--- src/rtl/adc_spi_sampler.sv ---
// rtl/adc_spi_sampler.sv - SPI master that frames and captures ADCS7476-class serial ADC conversions
// Optional macro ADC_AVG_EN builds a 2**AVG_LOG2-sample averager on the avg/avg_valid outputs.
module adc_spi_sampler #(
   parameter int CLK_DIV   = 50,
   parameter int DATA_W    = 12,
   parameter int LEAD_BITS = 4,
   parameter int FRAME_LEN = 16,
   parameter int QUIET_CYC = 2,
   parameter int AVG_LOG2  = 2
) (
   input  logic              clk,
   input  logic              rst,
   input  logic              start,
   input  logic              continuous,
   input  logic              sdo,
   output logic              sck,
   output logic              cs_n,
   output logic [DATA_W-1:0] sample,
   output logic              sample_valid,
   output logic              busy,
   output logic [DATA_W-1:0] avg,
   output logic              avg_valid
);
   localparam int HALF    = CLK_DIV / 2;
   localparam int QUIET_N = QUIET_CYC * CLK_DIV;
   localparam int CNT_MAX = (QUIET_N > HALF) ? QUIET_N : HALF;
   localparam int CNT_W   = $clog2(CNT_MAX + 1);
   localparam int DIV_W   = $clog2(CLK_DIV);
   localparam int K_W     = $clog2(FRAME_LEN + 1);

   localparam logic [CNT_W-1:0] SETUP_LAST = CNT_W'(HALF - 1);
   localparam logic [CNT_W-1:0] QUIET_LAST = CNT_W'(QUIET_N - 1);
   localparam logic [DIV_W-1:0] DIV_LAST   = DIV_W'(CLK_DIV - 1);
   localparam logic [DIV_W-1:0] DIV_FALL   = DIV_W'(HALF - 1);
   localparam logic [K_W-1:0]   K_FIRST    = K_W'(LEAD_BITS);
   localparam logic [K_W-1:0]   K_END      = K_W'(LEAD_BITS + DATA_W);
   localparam logic [K_W-1:0]   K_LAST     = K_W'(FRAME_LEN - 1);

   generate
      if (CLK_DIV < 4 || (CLK_DIV % 2) != 0 || LEAD_BITS + DATA_W > FRAME_LEN ||
          DATA_W < 2 || QUIET_CYC < 1 || AVG_LOG2 < 0) begin : g_bad_params
         $error("adc_spi_sampler: illegal parameter combination");
      end
   endgenerate

   typedef enum logic [2:0] {IDLE, SETUP, SHIFT, DONE, QUIET} state_t;

   state_t            state;
   logic [CNT_W-1:0]  cnt;
   logic [DIV_W-1:0]  div;
   logic [K_W-1:0]    k;
   logic [DATA_W-1:0] shreg;
   logic              pending;

   always_ff @(posedge clk or negedge rst) begin
      if (!rst) begin
         state        <= IDLE;
         cnt          <= '0;
         div          <= '0;
         k            <= '0;
         shreg        <= '0;
         pending      <= 1'b0;
         sck          <= 1'b0;
         cs_n         <= 1'b1;
         sample       <= '0;
         sample_valid <= 1'b0;
         busy         <= 1'b0;
      end else begin
         sample_valid <= 1'b0;
         // A start that coincides with continuous is already served by continuous.
         if (state != IDLE && start && !continuous)
            pending <= 1'b1;
         case (state)
            IDLE: begin
               if (start || continuous) begin
                  state <= SETUP;
                  cs_n  <= 1'b0;
                  busy  <= 1'b1;
                  cnt   <= '0;
               end
            end
            SETUP: begin
               if (cnt == SETUP_LAST) begin
                  state <= SHIFT;
                  sck   <= 1'b1;
                  div   <= '0;
                  k     <= '0;
               end else begin
                  cnt <= cnt + 1'b1;
               end
            end
            SHIFT: begin
               if (div == '0 && k >= K_FIRST && k < K_END)
                  shreg <= {shreg[DATA_W-2:0], sdo};
               if (div == DIV_LAST) begin
                  div <= '0;
                  if (k == K_LAST) begin
                     state        <= DONE;
                     cs_n         <= 1'b1;
                     sck          <= 1'b0;
                     sample       <= shreg;
                     sample_valid <= 1'b1;
                  end else begin
                     k   <= k + 1'b1;
                     sck <= 1'b1;
                  end
               end else begin
                  div <= div + 1'b1;
                  if (div == DIV_FALL)
                     sck <= 1'b0;
               end
            end
            DONE: begin
               state <= QUIET;
               cnt   <= '0;
            end
            QUIET: begin
               if (cnt == QUIET_LAST) begin
                  if (continuous || pending) begin
                     state   <= SETUP;
                     cs_n    <= 1'b0;
                     cnt     <= '0;
                     pending <= 1'b0;
                  end else begin
                     state <= IDLE;
                     busy  <= 1'b0;
                  end
               end else begin
                  cnt <= cnt + 1'b1;
               end
            end
            default: begin
               state <= IDLE;
               cs_n  <= 1'b1;
               sck   <= 1'b0;
               busy  <= 1'b0;
            end
         endcase
      end
   end

`ifdef ADC_AVG_EN
   localparam int ACC_W  = DATA_W + AVG_LOG2;
   localparam int ACNT_W = (AVG_LOG2 > 0) ? AVG_LOG2 : 1;
   localparam logic [ACNT_W-1:0] ACNT_LAST = ACNT_W'((1 << AVG_LOG2) - 1);

   logic [ACC_W-1:0]  acc;
   logic [ACC_W-1:0]  acc_sum;
   logic [ACNT_W-1:0] acnt;

   assign acc_sum = acc + ACC_W'(sample);

   // Accumulates on the sample_valid cycle so avg_valid lands exactly one cycle later.
   always_ff @(posedge clk or negedge rst) begin
      if (!rst) begin
         acc       <= '0;
         acnt      <= '0;
         avg       <= '0;
         avg_valid <= 1'b0;
      end else begin
         avg_valid <= 1'b0;
         if (state == IDLE) begin
            acc  <= '0;
            acnt <= '0;
         end else if (sample_valid) begin
            if (acnt == ACNT_LAST) begin
               avg       <= acc_sum[ACC_W-1:AVG_LOG2];
               avg_valid <= 1'b1;
               acc       <= '0;
               acnt      <= '0;
            end else begin
               acc  <= acc_sum;
               acnt <= acnt + 1'b1;
            end
         end
      end
   end
`else
   assign avg       = '0;
   assign avg_valid = 1'b0;
`endif

endmodule

--- config.mk ---
export PLATFORM = sky130hd
export DESIGN_NAME = adc_spi_sampler
export DESIGN_NICKNAME = d
export VERILOG_FILES = /design/src/rtl/adc_spi_sampler.sv
export SDC_FILE = /design/constraint.sdc
export NUM_CORES = 1
export LEC_CHECK = 0
export CAP_MARGIN = 20
export CORE_MARGIN = 10
export CORE_UTILIZATION = 30
export CTS_CLUSTER_DIAMETER = 30
export CTS_CLUSTER_SIZE = 40
export DETAILED_ROUTE_END_ITERATION = 10
export GPL_TIMING_DRIVEN = 0
export REMOVE_ABC_BUFFERS = 1
export SYNTH_ARGS = -nofsm -noshare
export SYNTH_HDL_FRONTEND = slang
export SYNTH_SLANG_ARGS = --single-unit
--- constraint.sdc ---
create_clock -name clk -period 2.2 [get_ports clk]
set_input_delay 0.33 -clock clk [delete_from_list [all_inputs] [get_ports clk]]
set_output_delay 0.33 -clock clk [all_outputs]
set_load 0.1 [all_outputs]
==> results.toml <==
[floorplan]
ios = 34
die_area_um2 = 13400
die_h_um = 116
die_width_um = 116
initial_core_util = 0.311
fp-row-count = 34
core_um2 = 8810

[cts]
numCtsBuffers = 5
numClockSinks = 50
clk_latency_ps = 310
cts-root-buf = "clkbuf_8"
cts_tree = "built"
h-tree-depth = 2
clk_pin_slew_ps = 100
ctsLongestPathBuffers = 2

[sta]
slew_violations = 0
clock_skew_ps = 13.1
rsz0062_at_grt = "false"
final_hold_viol_count = 0
fin_crit_ps = 2140
tightest_slew_ps = 984
slew_headroom = 0.342
finalCritPeriodShare = 0.974
setup_viol = 0
fmax_ghz = 0.467
whs_ps = 495

[synth]
synth_top_area_frac = 0.447
synthTopCellsByArea = "dfrtp_1 (45%), mux2_2 (6.6%), mux2_4 (4.9%)"
ys_ff_latch = 50
synth_seq_area_share = 0.457
synth_edf_count = 0
async_flop_share = 1.00
netlist_area_um2 = 2740
yosysWarnings = 0
ys_types = 57
syn_inst = 247
synth_area_leader_cell = "dfrtp_1"
ys.flop_type = "dfrtp_1"
synth.avg_cell_area_um2 = 11.1

[finish]
nets = 282
final_util = 0.358
syn_to_final_growth_pct = 15.0
fill_cells = 870
drive_above_1_share = 0.174
num_antenna_cells = 0

[routing]
drc = 0
drtAntennaViolNets = 0
firstDrtPassIters = 5
drt_iter0_markers = 110
viasPerCell = 5.03
vias = 1903
wl_um = 5390
wl_per_cell_um = 14.2

[setup_path]
worst-path-buf-inv = 1
max_stage_delay_ps = 1140
crit_fanout = 2
crit_type = "reg2out"
critPathTopFamily = "buffers and inverters"
worstSetupEndpointType = "output pin"
path_cells = "clkdlybuf4s50_1"
crit_arrival_ps = 1810
cp-start-kind = "flip-flop"
slowest_stage = "clkdlybuf4s50_1"
crit_required_ps = 1870

[power]
leakage_nw = 1.56
total_power_w = 0.00255
switching_share = 0.402
pwr-share-comb = 0.324
switchingPower_w = 0.00102
internal_power_w = 0.00152
peakVddDrop_uv = 277
pwr-share-seq = 0.455
power_density_nw_per_um2 = 809
pwr-share-clk = 0.221

[placement]
io_buffers = 20
hpwl_um = 3920
place.gp.congestion = 0.786

[global_routing]
grt_pass1_vias = 1795
overflow = 0
grt_pass1_wl_um = 8890
grt_max_degree = 34
grt.total_usage = 0.0803
antenna_found_initial = 0

[run]
maxCapViolCount = 0

[status]
status = "complete, no violations"

[hold_path]
hold_class = "in2async"
[path summary, 6_finish.rpt]
check / endpoint / cells after the start / from / slack, ps
worst max-delay path: sample[11] / 1 / sample[11] / 60
worst min-delay path: state[2] / 2 / rst / 490
worst max register to register: sample[6] / 4 / state[1] / 80
worst min register to register: sample[11] / 1 / shreg[11] / 500
max in group asynchronous: cs_n / 3 / rst / 1130
min in group clk: sample[11] / 1 / shreg[11] / 500
[cells in the final DEF (no fill, tap or decap), drive strengths merged, types with 5 or more instances in the layout]
master / n
inv: 17
clkdlybuf4s50: 9
a21oi: 6
ha: 8
nand2b: 7
nor2: 8
o21ai: 13
dlymetal6s2s: 8
nand3: 9
dfrtp: 49
nor3: 5
and3: 6
clkbuf: 5
conb: 13
nand2: 9
mux2: 25
a211o: 5
[registers in the layout, indices dropped and copies added (netlist names)]
signal        flops
shreg            12
cs_n              1
cnt               7
busy              1
sample           12
div               6
sck               1
sample_valid      1
state             3
pending           1
k                 5
[timing repair]
| action | in CTS | in global routing |
|---|---|---|
| gates resized for setup | 5 | 10 |
| pin swaps | 1 | 0 |
| hold endpoints to repair | 17 | 0 |
| gates cloned | 0 | 0 |
| setup buffers | 2 | 0 |
| hold buffers | 1 | 0 |
| endpoints found under the setup margin | 23 | 12 |
[logic make-up (layout without fill, tap and decap cells)]
kind of cell	after synthesis	count (layout)	share of synthesized area
other	1	13	0.00137
flip-flops	50	50	0.457
multiplexers	27	27	0.122
adder cells (fa/ha/maj)	9	9	0.0402
AND/OR/NAND/NOR	73	73	0.170
XOR/XNOR	4	4	0.0128
AO/OA/AOI/OAI	47	47	0.118
buffers and inverters	36	47	0.0781
[synth_stat cells (2+ instances only)]
| master | instances |
|---|---|
| or3_1 | 2 |
| nor3_1 | 4 |
| nor2_1 | 6 |
| nand4_1 | 4 |
| buf_4 | 14 |
| nor4_1 | 3 |
| a22o_1 | 3 |
| o211ai_1 | 4 |
| nor2b_1 | 2 |
| nand3b_1 | 2 |
| nor3b_1 | 3 |
| nor4b_1 | 3 |
| mux2_2 | 16 |
| and3_1 | 6 |
| a21oi_1 | 6 |
| nand3_1 | 9 |
| o21ai_0 | 12 |
| buf_6 | 3 |
| nor2_2 | 2 |
| a31oi_1 | 4 |
| xor2_1 | 3 |
| mux2_4 | 9 |
| o311a_1 | 2 |
| nand2_1 | 9 |
| buf_2 | 3 |
| inv_1 | 15 |
| mux2i_1 | 2 |
| nand2b_1 | 7 |
| dfrtp_1 | 49 |
| ha_1 | 8 |
| a211o_1 | 5 |
| and2_1 | 2 |
[power groups by stage]
| stage | Combinational, W | Clock (W) | Sequential [W] |
|---|---|---|---|
| after CTS | 0.000829 | 0.000597 | 0.00116 |
| after floorplan | 0.000491 | 0 | 0.00133 |
| after global placement | 0.000823 | 0 | 0.00117 |
| after detailed placement | 0.000838 | 0 | 0.00117 |
| final | 0.000825 | 0.000563 | 0.00116 |
| after global routing | 0.000893 | 0.000626 | 0.00118 |
[area by class of cell]
cell class | instances | area [um^2] | area share
clock buffers | 5 | 68.8 | 0.0218
clock inverters | 3 | 26.3 | 0.00834
inverters | 15 | 56.3 | 0.0179
multi-input cells | 173 | 1340 | 0.426
flip-flops and latches | 50 | 1250 | 0.398
well taps | 108 | 135 | 0.0429
repair buffers | 24 | 270 | 0.0858
[layer usage]
layer / up-vias / wire [um] / GRT usage
met4: 0 / 64 / 0.0228
met3: 5 / 239 / 0.0233
met1: 933 / 2720 / 0.110
met5: - / 0 / 0
li1: 920 / - / -
met2: 45 / 2360 / 0.119
[stage by stage]
step / setup slack, ps / instances / area [um^2] / TNS (ps)
floorplan: 128 / 238 / 2630 / 0
global placement: -713 / 366 / 2960 / -36130
detailed placement: -181 / 367 / 2980 / -1600
CTS: 18.6 / 378 / 3120 / 0
global route: 3.34 / 378 / 3150 / 0
finish: 56.4 / 378 / 3150 / 0
Power figures use the tool's default switching activity.
